===== src/rtl/logic_unit_pkg.sv =====
// Shared types and helpers for the logic unit pipeline.
// Op encoding, counter width and a width-generic bitwise evaluator.
package logic_unit_pkg;

  typedef enum logic [2:0] {
    OP_AND  = 3'd0,
    OP_OR   = 3'd1,
    OP_NOT  = 3'd2,
    OP_BUF  = 3'd3,
    OP_NAND = 3'd4,
    OP_NOR  = 3'd5,
    OP_XOR  = 3'd6,
    OP_XNOR = 3'd7
  } logic_op_t;

  localparam int OP_COUNT_W = 16;
  localparam int EVAL_W     = 64;

  // Evaluated at full width; callers truncate to their own WIDTH.
  function automatic logic [EVAL_W-1:0] logic_eval(
    input logic [EVAL_W-1:0] a,
    input logic [EVAL_W-1:0] b,
    input logic_op_t         op
  );
    logic [EVAL_W-1:0] r;
    r = '0;
    unique case (op)
      OP_AND:  r = a & b;
      OP_OR:   r = a | b;
      OP_NOT:  r = ~a;
      OP_BUF:  r = a;
      OP_NAND: r = ~(a & b);
      OP_NOR:  r = ~(a | b);
      OP_XOR:  r = a ^ b;
      OP_XNOR: r = ~(a ^ b);
      default: r = '0;
    endcase
    return r;
  endfunction

endpackage


===== src/rtl/logic_unit_pipe_stage.sv =====
// logic_pipe_stage: one valid/ready register slot holding {valid, y}.
// Ports: in_valid/in_ready/in_y upstream, out_valid/out_ready/out_y downstream.
module logic_pipe_stage #(
  parameter int WIDTH = 8
) (
  input  logic             clk,
  input  logic             rst_n,
  input  logic             in_valid,
  output logic             in_ready,
  input  logic [WIDTH-1:0] in_y,
  output logic             out_valid,
  input  logic             out_ready,
  output logic [WIDTH-1:0] out_y
);

  logic             valid_q, valid_d;
  logic [WIDTH-1:0] y_q, y_d;

  // Slot can take a beat when empty or when its content leaves now.
  assign in_ready = !valid_q || out_ready;

  always_comb begin
    valid_d = valid_q;
    y_d     = y_q;
    if (in_ready) begin
      valid_d = in_valid;
    end
    if (in_ready && in_valid) begin
      y_d = in_y;
    end
  end

  always_ff @(posedge clk) begin
    if (!rst_n) begin
      valid_q <= 1'b0;
      y_q     <= '0;
    end else begin
      valid_q <= valid_d;
      y_q     <= y_d;
    end
  end

  assign out_valid = valid_q;
  assign out_y     = y_q;

endmodule


===== src/rtl/logic_unit_pipe.sv =====
// logic_unit_pipe: bitwise op unit feeding a STAGES-deep valid/ready pipe.
// Ports: in_* operand beat, out_* result beat + flags, op_count accepts.
// Macro LOGIC_UNIT_PARITY_EN adds out_parity (XOR-reduce of out_y).
module logic_unit_pipe
  import logic_unit_pkg::*;
#(
  parameter int WIDTH  = 8,
  parameter int STAGES = 1
) (
  input  logic                  clk,
  input  logic                  rst_n,
  input  logic                  in_valid,
  output logic                  in_ready,
  input  logic [WIDTH-1:0]      in_a,
  input  logic [WIDTH-1:0]      in_b,
  input  logic [2:0]            in_op,
  output logic                  out_valid,
  input  logic                  out_ready,
  output logic [WIDTH-1:0]      out_y,
  output logic                  out_zero,
  output logic                  out_ones,
`ifdef LOGIC_UNIT_PARITY_EN
  output logic                  out_parity,
`endif
  output logic [OP_COUNT_W-1:0] op_count
);

  if (WIDTH < 1 || WIDTH > 64) begin : g_bad_width
    $error("logic_unit_pipe: WIDTH %0d out of 1..64", WIDTH);
  end
  if (STAGES < 1 || STAGES > 4) begin : g_bad_stages
    $error("logic_unit_pipe: STAGES %0d out of 1..4", STAGES);
  end

  // Index k is the link into stage k; index STAGES is the output.
  logic             v_s [STAGES+1];
  logic             r_s [STAGES+1];
  logic [WIDTH-1:0] y_s [STAGES+1];

  assign v_s[0] = in_valid;
  assign y_s[0] = WIDTH'(logic_eval(EVAL_W'(in_a), EVAL_W'(in_b),
                                    logic_op_t'(in_op)));
  assign r_s[STAGES] = out_ready;

  for (genvar k = 0; k < STAGES; k++) begin : g_stage
    logic_pipe_stage #(.WIDTH(WIDTH)) u_stage (
      .clk       (clk),
      .rst_n     (rst_n),
      .in_valid  (v_s[k]),
      .in_ready  (r_s[k]),
      .in_y      (y_s[k]),
      .out_valid (v_s[k+1]),
      .out_ready (r_s[k+1]),
      .out_y     (y_s[k+1])
    );
  end

  assign in_ready  = r_s[0];
  assign out_valid = v_s[STAGES];
  assign out_y     = y_s[STAGES];

  // Flags only assert alongside a live beat, so they read 0 out of reset.
  assign out_zero = out_valid && (out_y == '0);
  assign out_ones = out_valid && (&out_y);

  logic [OP_COUNT_W-1:0] cnt_q, cnt_d;

  always_comb begin
    cnt_d = cnt_q;
    if (in_valid && in_ready) begin
      cnt_d = cnt_q + 1'b1;
    end
  end

  always_ff @(posedge clk) begin
    if (!rst_n) begin
      cnt_q <= '0;
    end else begin
      cnt_q <= cnt_d;
    end
  end

  assign op_count = cnt_q;

`ifdef LOGIC_UNIT_PARITY_EN
  logic par_q, par_d;
  logic last_load;

  // Parity is captured with the same load that fills the last slot.
  assign last_load = v_s[STAGES-1] && r_s[STAGES-1];

  always_comb begin
    par_d = par_q;
    if (last_load) begin
      par_d = ^y_s[STAGES-1];
    end
  end

  always_ff @(posedge clk) begin
    if (!rst_n) begin
      par_q <= 1'b0;
    end else begin
      par_q <= par_d;
    end
  end

  assign out_parity = par_q;
`endif

endmodule


===== config.mk =====
export PLATFORM = sky130hd
export DESIGN_NAME = logic_unit_pipe
export DESIGN_NICKNAME = d
export VERILOG_FILES = /design/src/rtl/logic_unit_pkg.sv /design/src/rtl/logic_unit_pipe_stage.sv /design/src/rtl/logic_unit_pipe.sv
export SDC_FILE = /design/constraint.sdc
export NUM_CORES = 1
export LEC_CHECK = 0
export ABC_AREA = 1
export CAP_MARGIN = 20
export CORE_MARGIN = 2
export CORE_UTILIZATION = 60
export CTS_CLUSTER_SIZE = 24
export DETAILED_ROUTE_END_ITERATION = 12
export DONT_BUFFER_PORTS = 1
export GPL_TIMING_DRIVEN = 0
export MAX_ROUTING_LAYER = met4
export PLACE_DENSITY = 0.75
export SLEW_MARGIN = 20
export SYNTH_ARGS = -nofsm -noshare
export SYNTH_HDL_FRONTEND = slang
export SYNTH_SLANG_ARGS = --single-unit

===== constraint.sdc =====
create_clock -name clk -period 1.4 [get_ports clk]
set_input_delay 0.35 -clock clk [delete_from_list [all_inputs] [get_ports clk]]
set_output_delay 0.35 -clock clk [all_outputs]
set_load 0.03 [all_outputs]

### Word level (Yosys, flattened, before mapping)

Cells that the tools add are included.

* bits in registers: 25
* word-level logic and storage cells: 27
* bits in latches: 0
* input bits: 23
* memories: 0
* memory bits (read-only): 0
* memory bits (writable): 0

* bitwise logic cells: 7
* $lt $le $gt $ge: 0
* reductions and logical operators: 8
* add/sub/neg operators: 1
* div/mod/pow operators: 0
* multiply operators: 0
* mux-type cells: 1
* eq/ne operators: 7
* shift-type cells: 0

Operators with widths (number)
* one-hot mux 8 bit (8 select lines): 1
* NOT 8 bit: 4
* adder 16 x 1 -> 16 bit (second input constant): 1
* equality test 3 bit (second input constant): 4
* AND 8 bit: 1
* zero test 8 bit: 1
* OR 8 bit: 1
* AND reduction 8 bit: 1
* XOR 8 bit: 1
* equality test 3 x 2 -> 1 bit (second input constant): 2
* equality test 3 x 1 -> 1 bit (second input constant): 1
* logical AND 1 bit: 3
* zero test 3 bit: 1
* zero test 1 bit: 1
* logical OR 1 bit: 1

### Depth between registers and ports, before layout

* word-level depth: 3
* mapped depth: 9

### By module

From an unflattened synthesis, not the netlist that was laid out.

* cells, all modules: 323
* area total of the unflattened synthesis: 2055.7 µm²

By module, submodules not included
* logic_unit_pipe: times used 1, seq. area each 320.3 µm², cells an instance 266, area each 1577.8 µm²
* logic_pipe_stage: times used 1, seq. area each 180.2 µm², cells an instance 57, area each 478.0 µm²

### Least setup slack after synthesis

Ideal clock, no wire load.

* path type: register to output
* start point: register g_stage[0].u_stage.y_q[7]
* end point: output out_zero
* path buffers: 0
* stages on the path, launching flop included: 3
* data arrival time: 1.705 ns
* path slack: -0.655 ns
* cell sequence: dfxtp_1 -> or3_1 -> nor4_1

* longest elaborated chain between the ends: 2

RTL lines
* start: declaration: RTL line logic_unit_pipe_stage.sv:17 `logic [WIDTH-1:0] y_q, y_d;`
* start signal: assignment: RTL line logic_unit_pipe_stage.sv:39 `y_q <= y_d;`
* zero test 8 bit: RTL line logic_unit_pipe.sv:63 `assign out_zero = out_valid && (out_y == '0);`
* logical AND 1 bit: RTL line logic_unit_pipe.sv:63
* end: declaration: RTL line logic_unit_pipe.sv:20 `output logic out_zero,`

Every way passes these cells.

### Final worst setup path

Ends and elaborated chain as after synthesis.

==> results by group <==
Worst setup path
  – Reg2reg setup slack: 0.03 ns
  – Crit Path Category: register to output pin
  – RR Endpoint: op_count[14]$_SDFFE_PN0P_
  – CP max FO: 4
  – Critical path arrival: 1.54 ns
  – Critical Path RT: 1.05 ns
  – Worst R2R Path Depth: 7
  – Crit end category: output pin
  – R2r startpoint: op_count[3]$_SDFFE_PN0P_
  – Crit path launch type: register

Floorplanning
  – Cell Rows: 21
  – Die width: 63.79 um
  – Die area: 0.004069 mm2
  – CORE AREA: 0.003390 mm2
  – Vert. Die Dim: 63.79 um
  – Starting Density: 63.27%
  – Ports: 51

Final layout
  – Layout net count: 383
  – Area of the multi-input gates: 0.001486 mm2
  – Layout cells sized above 1: 21.35%
  – Synth-to-layout area growth: 14.35%
  – Antenna Cells: 0
  – Final instance area: 0.002452 mm2
  – Reg area: 578.1 um2
  – Filler cells: 302

Placement
  – Final HPWL DP: 3974 um
  – PortBufs: 0
  – GPL Wtd Cong: 0.8734
  – Instance area at placement: 0.002255 mm2

Power and ir drop
  – Clk pwr share: 22.0%
  – Flop pwr share: 53.1%
  – VDD IR max: 0.5907 mV
  – Comb pwr share: 24.8%
  – Tot Pwr: 1.532 mW
  – Sw frac: 36.40%
  – Net Sw Power: 0.5577 mW
  – Cell Pwr Density: 624.9 mW/mm2
  – P_int: 0.9747 mW
  – Leak: 1.121 nW

Status
  – Failing checks: negative setup slack
  – Status: complete, but fails checks

Worst hold path
  – Worst hold-check path type: input port to register
  – Hold path endpoint: op_count[2]$_SDFFE_PN0P_
  – Worst Min Path Start: in_valid
  – Hold Crit Depth: 2

Run
  – Max-Cap Viols: 0

GRT
  – Largest net degree at the start of global routing: 16
  – Grt ovf: 0
  – Total GRT Usage: 28.82%
  – Vias in the first global route: 2085
  – First-pass GRT wire length: 9273 um
  – Initial antenna violation count: 0

Drt
  – Pre-antenna DRT Iters: 7
  – Initial drt markers: 107
  – Via-to-Cell Ratio: 5.737
  – ANT nets after route: 0
  – Drt total wl: 5507 um
  – Vias: 2226
  – Drt drc: 0
  – Routed wire length per instance: 14.19 um

STA
  – Achievable frequency: 0.5278 GHz
  – Period Utilization, post-route: 135.3%
  – Clk_skew: 0.008097 ns
  – Final Hold Viols: 0
  – Slew Limit Headroom: 62.69%
  – Final setup fails: 2
  – Tmin final: 1.895 ns
  – Worst slew pin tran: 0.5596 ns
  – Unrepaired setup endpoints after global routing: true
  – Slew Limit Fails: 0
  – Worst Slack Setup Final: -0.4947 ns

CTS
  – CTS buffer count: 3
  – Worst-path clk slew: 0.14 ns
  – Clk_lat worst skew: 0.33 ns
  – H-tree depth: 1
  – Hold Buf Count CTS: 0
  – CTS Root Cell: clkbuf_4
  – Clock Path Buffers: 2
  – CTS Sinks: 25
  – CTS tree: done

Yosys
  – Synthesized cell area: 0.002145 mm2
  – Count of cell types in the netlist: 28
  – Mean Syn Cell Area: 6.402 um2
  – Most used DFF post-synth: dfxtp_1
  – Post-Syn Nets: 375
  – Cell count after synthesis: 335
  – Yosys warnings: 0
  – Register area share after synthesis: 23.34%
  – Yosys reg bits: 25
  – Number of synthesized flops with an enable pin: 0
  – Synth async-reset ratio: 0%
## routing by layer
metal	share of wire [%]	vias up	GRT usage [%]
met1	48	1008	38.61
met2	44	76	45.44
met4	0.51	0	4.891
met3	7.3	5	6.162
li1	-	1137	-
met5	0	-	-
## power by group through the flow
stage | Sequential, mW | Combinational, mW | Clock, mW
after CTS | 0.819 | 0.370 | 0.341
after global placement | 0.840 | 0.352 | 0
after global routing | 0.818 | 0.430 | 0.377
final | 0.814 | 0.381 | 0.338
after floorplan | 0.832 | 0.290 | 0
after detailed placement | 0.841 | 0.357 | 0
## Yosys cell counts, types with 2 or more instances
| cell type | n | share of area (%) |
|---|---|---|
| dfxtp_1 | 25 | 23 |
| buf_6 | 6 | 3.2 |
| inv_2 | 3 | 0.53 |
| o21ai_0 | 28 | 6.5 |
| nand2_1 | 77 | 13 |
| o21ai_2 | 2 | 0.82 |
| ha_1 | 17 | 9.9 |
| nand3b_1 | 9 | 3.2 |
| inv_1 | 43 | 7.5 |
| nand4_1 | 25 | 7.3 |
| buf_2 | 4 | 0.93 |
| a21oi_1 | 21 | 4.9 |
| nor2_1 | 35 | 6.1 |
| o21a_1 | 2 | 0.70 |
| nand3_1 | 23 | 5.4 |
| a21oi_2 | 2 | 0.82 |
| nor2_4 | 2 | 1.1 |
## sequential cells by signal, summed over array words and instances, names as in the netlist
name	count
g_stage.u_stage.out_valid	1
g_stage.u_stage.out_y	8
op_count	16
## placed cells by master (no fill, tap or decap)
cell type / count
nand2_1: 72
inv_1: 42
nor2_1: 30
o21ai_0: 28
nand4_1: 25
nand3_1: 22
a21oi_1: 20
dfxtp_4: 19
ha_1: 16
nand3b_1: 9
buf_6: 6
nor2_4: 5
buf_4: 5
dfxtp_2: 5
inv_2: 4
nand2_4: 3
nand2_2: 3
buf_2: 3
nor2_2: 3
clkbuf_4: 3
nor3_4: 2
nand3_4: 2
o21a_1: 2
o21ai_2: 2
a21oi_2: 2
or3_4: 1
nor4_4: 1
a21oi_4: 1
clkbuf_1: 1
nand3_2: 1
buf_1: 1
ha_4: 1
clkinvlp_4: 1
dfxtp_1: 1
## layout make-up
class                           count  area share (%)
Inverter                           46           7.041
Timing Repair Buffer                3          0.9184
Clock buffer                        3          0.9184
Buffer                             13           4.286
Multi-Input combinational cell    251           60.61
Clock inverter                      1          0.3061
Sequential cell                    25           23.57
Tap cell                           46           2.347
## cells by family (layout without fill, tap and decap cells)
family	after synthesis	after routing	share of synthesized area (%)
adders and majority gates	17	17	9.918
DFF	25	25	23.34
AOI/OAI and AO/OA	55	55	13.77
buffers and inverters	59	66	12.83
and+or+nand+nor	179	179	40.14
## through the flow
step | util [%] | instances | setup WS, ns | setup TNS [ns] | hold WS, ns
CTS | 70.76 | 386 | -0.4857 | -0.7234 | 0.1687
global placement | 66.52 | 381 | -0.2133 | -2.769 | 0.5116
global route | 72.35 | 388 | -0.5390 | -1.101 | 0.2030
finish | 72.35 | 388 | -0.4947 | -0.7514 | 0.2165
floorplan | - | 335 | -0.1478 | -0.1478 | 0.5048
detailed placement | 66.52 | 381 | -0.2237 | -3.264 | 0.5180
## timing repair
action | 4_1_cts | 5_1_grt
setup buffers | 1 | 2
pin swaps | 6 | 8
endpoints found under the setup margin | 26 | 13
resized for setup | 37 | 15
endpoints found under the hold margin | 0 | 0
cloned | 0 | 0
## how the worst max path moves through the flow
stage,start,to,slack (ns),cells after the start
after floorplan,g_stage[0].u_stage.out_y[6]$_SDFFE_PN0P_,out_zero,-0.15,2
after global placement,g_stage[0].u_stage.out_valid$_SDFFE_PN0N_,op_count[13]$_SDFFE_PN0P_,-0.21,6
after detailed placement,g_stage[0].u_stage.out_valid$_SDFFE_PN0N_,op_count[13]$_SDFFE_PN0P_,-0.22,6
after CTS,g_stage[0].u_stage.out_y[7]$_SDFFE_PN0P_,out_zero,-0.49,2
after global routing,g_stage[0].u_stage.out_y[7]$_SDFFE_PN0P_,out_zero,-0.54,2
final,g_stage[0].u_stage.out_y[7]$_SDFFE_PN0P_,out_zero,-0.49,2
## critical path, cell delays in order, from the launching register on
cell	delay [ns]
dfxtp_4	0.42
or3_4	0.40
nor4_4	0.40
Power figures use the tool's default switching activity.
